$ cat src/rtl/prod_pkg.sv
// prod_pkg: shared state encoding and default widths for the product accumulator
package prod_pkg;
  localparam int PW_DEF = 7;
  localparam int LW_DEF = 4;
  typedef enum logic [1:0] {IDLE, ACC, DONE} state_e;
endpackage

$ cat src/rtl/prod_accum_ctrl.sv
// prod_accum_ctrl: burst FSM deciding when products are taken and when the sum is offered
module prod_accum_ctrl
  import prod_pkg::*;
(
  input  logic   clk,
  input  logic   rst,
  input  logic   start_i,
  input  logic   len_nz_i,
  input  logic   in_valid_i,
  input  logic   last_i,
  input  logic   out_ready_i,
  output state_e state_o,
  output logic   in_ready_o,
  output logic   out_valid_o,
  output logic   busy_o
);
  state_e state_q, state_d;
  // state register
  always_ff @(posedge clk) state_q <= rst ? IDLE : state_d;
  // next state and state-only handshake outputs
  always_comb begin
    state_d = state_q;
    in_ready_o = state_q == ACC;
    out_valid_o = state_q == DONE;
    busy_o = state_q != IDLE;
    case (state_q)
      IDLE: state_d = start_i && len_nz_i ? ACC : IDLE;
      ACC:  state_d = in_valid_i && last_i ? DONE : ACC;
      DONE: state_d = out_ready_i ? IDLE : DONE;
      default: state_d = IDLE;
    endcase
  end
  assign state_o = state_q;
endmodule

$ cat src/rtl/prod_accum.sv
// prod_accum: accumulates a burst of len unsigned products and hands the sum downstream
module prod_accum
  import prod_pkg::*;
#(
  parameter int PW = PW_DEF,
  parameter int LW = LW_DEF,
  parameter int SW = PW + LW
) (
  input  logic          clk,
  input  logic          rst,
  input  logic          start,
  input  logic [LW-1:0] len,
  input  logic          in_valid,
  input  logic [PW-1:0] prod,
  output logic          in_ready,
  output logic          out_valid,
  input  logic          out_ready,
  output logic [SW-1:0] sum,
  output logic [LW-1:0] count,
  output logic          busy
);
  state_e        state;
  logic [SW-1:0] sum_q, sum_d;
  logic [LW-1:0] count_q, count_d, len_q, len_d, count_inc;
  logic          load, xfer;
  assign count_inc = count_q + 1'b1;
  assign load = state == IDLE && start && len != '0;
  assign xfer = in_valid && in_ready;
  prod_accum_ctrl u_ctrl (
    .clk         (clk),
    .rst         (rst),
    .start_i     (start),
    .len_nz_i    (len != '0),
    .in_valid_i  (in_valid),
    .last_i      (count_inc == len_q),
    .out_ready_i (out_ready),
    .state_o     (state),
    .in_ready_o  (in_ready),
    .out_valid_o (out_valid),
    .busy_o      (busy)
  );
  // datapath next state: clear on accepted start, accumulate on transfer
  always_comb begin
    sum_d = load ? '0 : xfer ? sum_q + {{LW{1'b0}}, prod} : sum_q;
    count_d = load ? '0 : xfer ? count_inc : count_q;
    len_d = load ? len : len_q;
  end
  // datapath registers
  always_ff @(posedge clk) begin
    sum_q <= rst ? '0 : sum_d;
    count_q <= rst ? '0 : count_d;
    len_q <= rst ? '0 : len_d;
  end
  assign sum = sum_q;
  assign count = count_q;
endmodule

$ cat config.mk
export PLATFORM = sky130hd
export DESIGN_NAME = prod_accum
export DESIGN_NICKNAME = d
export VERILOG_FILES = /design/src/rtl/prod_pkg.sv /design/src/rtl/prod_accum_ctrl.sv /design/src/rtl/prod_accum.sv
export SDC_FILE = /design/constraint.sdc
export NUM_CORES = 1
export LEC_CHECK = 0
export ABC_CLOCK_PERIOD_IN_PS = 2100
export BUFFER_PORTS_ARGS = -buffer_cell sky130_fd_sc_hd__clkbuf_2
export CORE_MARGIN = 5
export CORE_UTILIZATION = 51
export CTS_CLUSTER_DIAMETER = 80
export DETAILED_ROUTE_END_ITERATION = 8
export GPL_TIMING_DRIVEN = 0
export PLACE_DENSITY = 0.74
export RECOVER_POWER = 50
export SETUP_SLACK_MARGIN = 0.15
export SLEW_MARGIN = 20
export SYNTH_ARGS = -nofsm -noshare
export SYNTH_HDL_FRONTEND = slang
export SYNTH_HIERARCHICAL = 1
export SYNTH_SLANG_ARGS = --single-unit
$ cat constraint.sdc
create_clock -name clk -period 2.1 [get_ports clk]
set_input_delay 0.42 -clock clk [delete_from_list [all_inputs] [get_ports clk]]
set_output_delay 0.42 -clock clk [all_outputs]
set_load 0.005 [all_outputs]
==> results.yml <==
cts:
  root_buffer: "clkbuf_4"
  htree_levels: 1
  cts_buffers: 3
  clock-sinks: 21
  ctsHoldBuffers: 0
  clock_path_buffers: 2
  clk_pin_slew_ps: 130
  clk_latency_ps: 300
  cts_tree: "built"
final_layout:
  nets: 203
  layout_commonest_cell: "clkbuf_2"
  drive_above_1_share_pct: 23.7
  multi_input_area_um2: 781
  fillers: 221
  final_util_pct: 64.3
  mostFrequentLayoutCells: "27 x clkbuf_2, 21 x dfxtp_1, 19 x nor2_1, 13 x nand2_1, 9 x a21oi_1"
  area_growth_pct: 19.0
  diodes: 0
  ff_latch_area_um2: 420
critical_path:
  cp.required_ps: 2310
  start_kind: "flop"
  path_max_fanout: 4
  cp-end-kind: "flop"
  critical_path_class: "reg -> reg"
  crit_start: "sum[0]$_SDFFE_PP0P_"
  cp_cell_sequence: "ha_2 > inv_1 > fa_2 > nor2b_4 > o31a_1 > o2111ai_1 > xor2_1 > nor2_1"
  crit_arrival_ps: 2070
  timing.rr.end: "sum[8]$_SDFFE_PP0P_"
  cp.buffers_inverters: 1
  critical_path.max_stage_delay_ps: 370
  r2r_start: "sum[0]$_SDFFE_PP0P_"
  cp_slowest_cell: "dfxtp_1"
  crit_family: "adder cells"
  regToRegSetupSlack_ps: 240
  reg2regPathDepth: 8
logic_synthesis:
  ys_async_sr_fraction_pct: 0
  netlist_area_mm2: 0.00122
  yosysWarnings: 6
  synth_edf_count: 0
  synth_nets: 165
  yosysTopAreaCell: "dfxtp_1"
  yosysTopAreaCellShare_pct: 34.5
  synthCells: 140
  seq_area_frac_synth_pct: 34.5
  synthTopCellsByArea: "dfxtp_1 34%, ha_1 8.2%, nor2_1 5.2%, xor2_1 5.0%, nand2_1 4.0%"
  synth_seq_cells: 21
  synth_flop_cell: "dfxtp_1"
  ys_types: 37
  avgSynthCellArea_um2: 8.70
drt:
  drc: 0
  wire_per_inst_um: 14.0
  detail-route-antenna-nets: 0
  drtPass1Iterations: 4
  via_per_inst: 5.41
  vias: 1110
  drtIter0Drc: 36
  drt-total-wl_um: 2880
floorplanning:
  die_h_um: 58.9
  io_pins: 34
  dieArea_mm2: 0.00347
  core-area_mm2: 0.00225
  initial_core_util_pct: 54.1
  core.rowCount: 17
  die_x_um: 58.9
placement:
  hpwl_um: 2260
  gp_congestion: 0.805
  io_buffers: 33
power_and_ir_drop:
  power_density_mw_per_mm2: 532
  p_leak_nw: 0.652
  total_power_mw: 0.772
  peakVddDrop_mv: 0.432
timing:
  setup_violations: 0
  rsz0062_at_grt: "false"
  worst_slew_pin_slew_ps: 478
  finalCriticalPeriod_ps: 1860
  min_period_over_period_pct: 88.7
  finClkSkew_ps: 13.5
  max_slew_margin_pct: 68.1
  hold_violations: 0
  drv_slew: 0
  fmax_mhz: 537
grt:
  grt_overflow: 0
  grt_pass1_wl_um: 4740
  grt_max_degree: 13
  grt_antenna_before_repair: 0
  grt_pass1_vias: 1100
  track_usage_pct: 17.3
run_status:
  status: "finished clean"
hold_path:
  hold_class: "in -> reg"
  hold_end: "len_q[0]$_SDFFE_PP0P_"
  min_from: "rst"
  hold_depth: 2
flow_run:
  cap_violations: 0
[cell usage after synthesis (all sizes together) (2+ instances only)]
cell      n
a211oi    3
nor2b     3
and3      2
or2       2
buf       2
xnor2     5
or3       2
mux2i     4
o2111ai   2
o21ai     6
ha        8
dfxtp    21
o211ai    2
nand3     5
or3b      2
nor3      3
inv       4
nor4      3
a21oi     9
nor2     19
xor2      7
a22o      2
nand2    13
[logic make-up after synthesis]
group	Yosys count	share of synthesized area, %
buffers and inverters	7	2.36
muxes	4	3.29
DFF	21	34.5
adders and majority gates	9	9.86
AOI/OAI and AO/OA	30	16.8
xor gates and xnor gates	12	8.62
and+or+nand+nor	57	24.5
[registers in the layout (all words and copies together), names as in the netlist]
register / cells
sum: 11
len_q: 4
count: 4
u_ctrl/state_o: 2
[routing by layer]
metal | up-vias | part of all wire [%] | track usage [%] | wire length (um)
met5 | - | 0 | 0 | 0
met1 | 502 | 48 | 22.7 | 1370
met3 | 2 | 5.0 | 3.07 | 144
met4 | 0 | 0.80 | 3.88 | 23
met2 | 31 | 46 | 29.5 | 1340
li1 | 575 | - | - | -
[where the power goes]
part	switching (mW)	internal, mW	total, mW
clock network	0.127	0.0708	0.198
logic	0.0822	0.0658	0.148
registers	0.0136	0.412	0.425
[worst max path at each step]
stage               cells past startpoint                   end  slack (ps)
floorplan                               8   sum[8]$_SDFFE_PP0P_         320
global placement                        9  sum[10]$_SDFFE_PP0P_          70
detailed placement                      9   sum[8]$_SDFFE_PP0P_         -10
CTS                                     8   sum[8]$_SDFFE_PP0P_         150
global route                            8  sum[10]$_SDFFE_PP0P_         120
finish                                  8   sum[8]$_SDFFE_PP0P_         240
[per-stage QoR]
step | area (um^2) | hold WS, ps | setup TNS, ps | setup WS, ps | cells
after global routing | 1450 | 358 | 0 | 118 | 205
after CTS | 1450 | 368 | 0 | 152 | 205
after global placement | 1420 | 459 | 0 | 74.9 | 201
after detailed placement | 1420 | 468 | -10.2 | -10.2 | 201
final | 1450 | 366 | 0 | 238 | 205
after floorplan | 1220 | 465 | 0 | 315 | 140
[timing repair]
action	4_1_cts	5_1_grt
buffers inserted	0	0
endpoints found under the setup margin	1	4
hold endpoints to repair	0	0
gates resized for setup	1	5
pin swaps	1	1
[worst register-to-register path: cells and delay by family (launching register included)]
family	cells	cell delay, ps
adder cells (fa/ha/maj)	2	580
AO/OA/AOI/OAI	2	410
flip-flops	1	370
AND/OR/NAND/NOR	2	200
XOR/XNOR	1	170
buffers and inverters	1	60
[area by class of cell]
class | instances | share of cell area [%]
buffer | 3 | 0.949
timing repair buffer | 33 | 10.9
clock inverter | 1 | 0.345
inverter | 4 | 1.04
sequential | 21 | 29.0
tap | 28 | 2.42
clock buffer | 3 | 1.55
multi-input combinational | 112 | 53.8
Note: power is estimated with default switching activity, not from simulation.
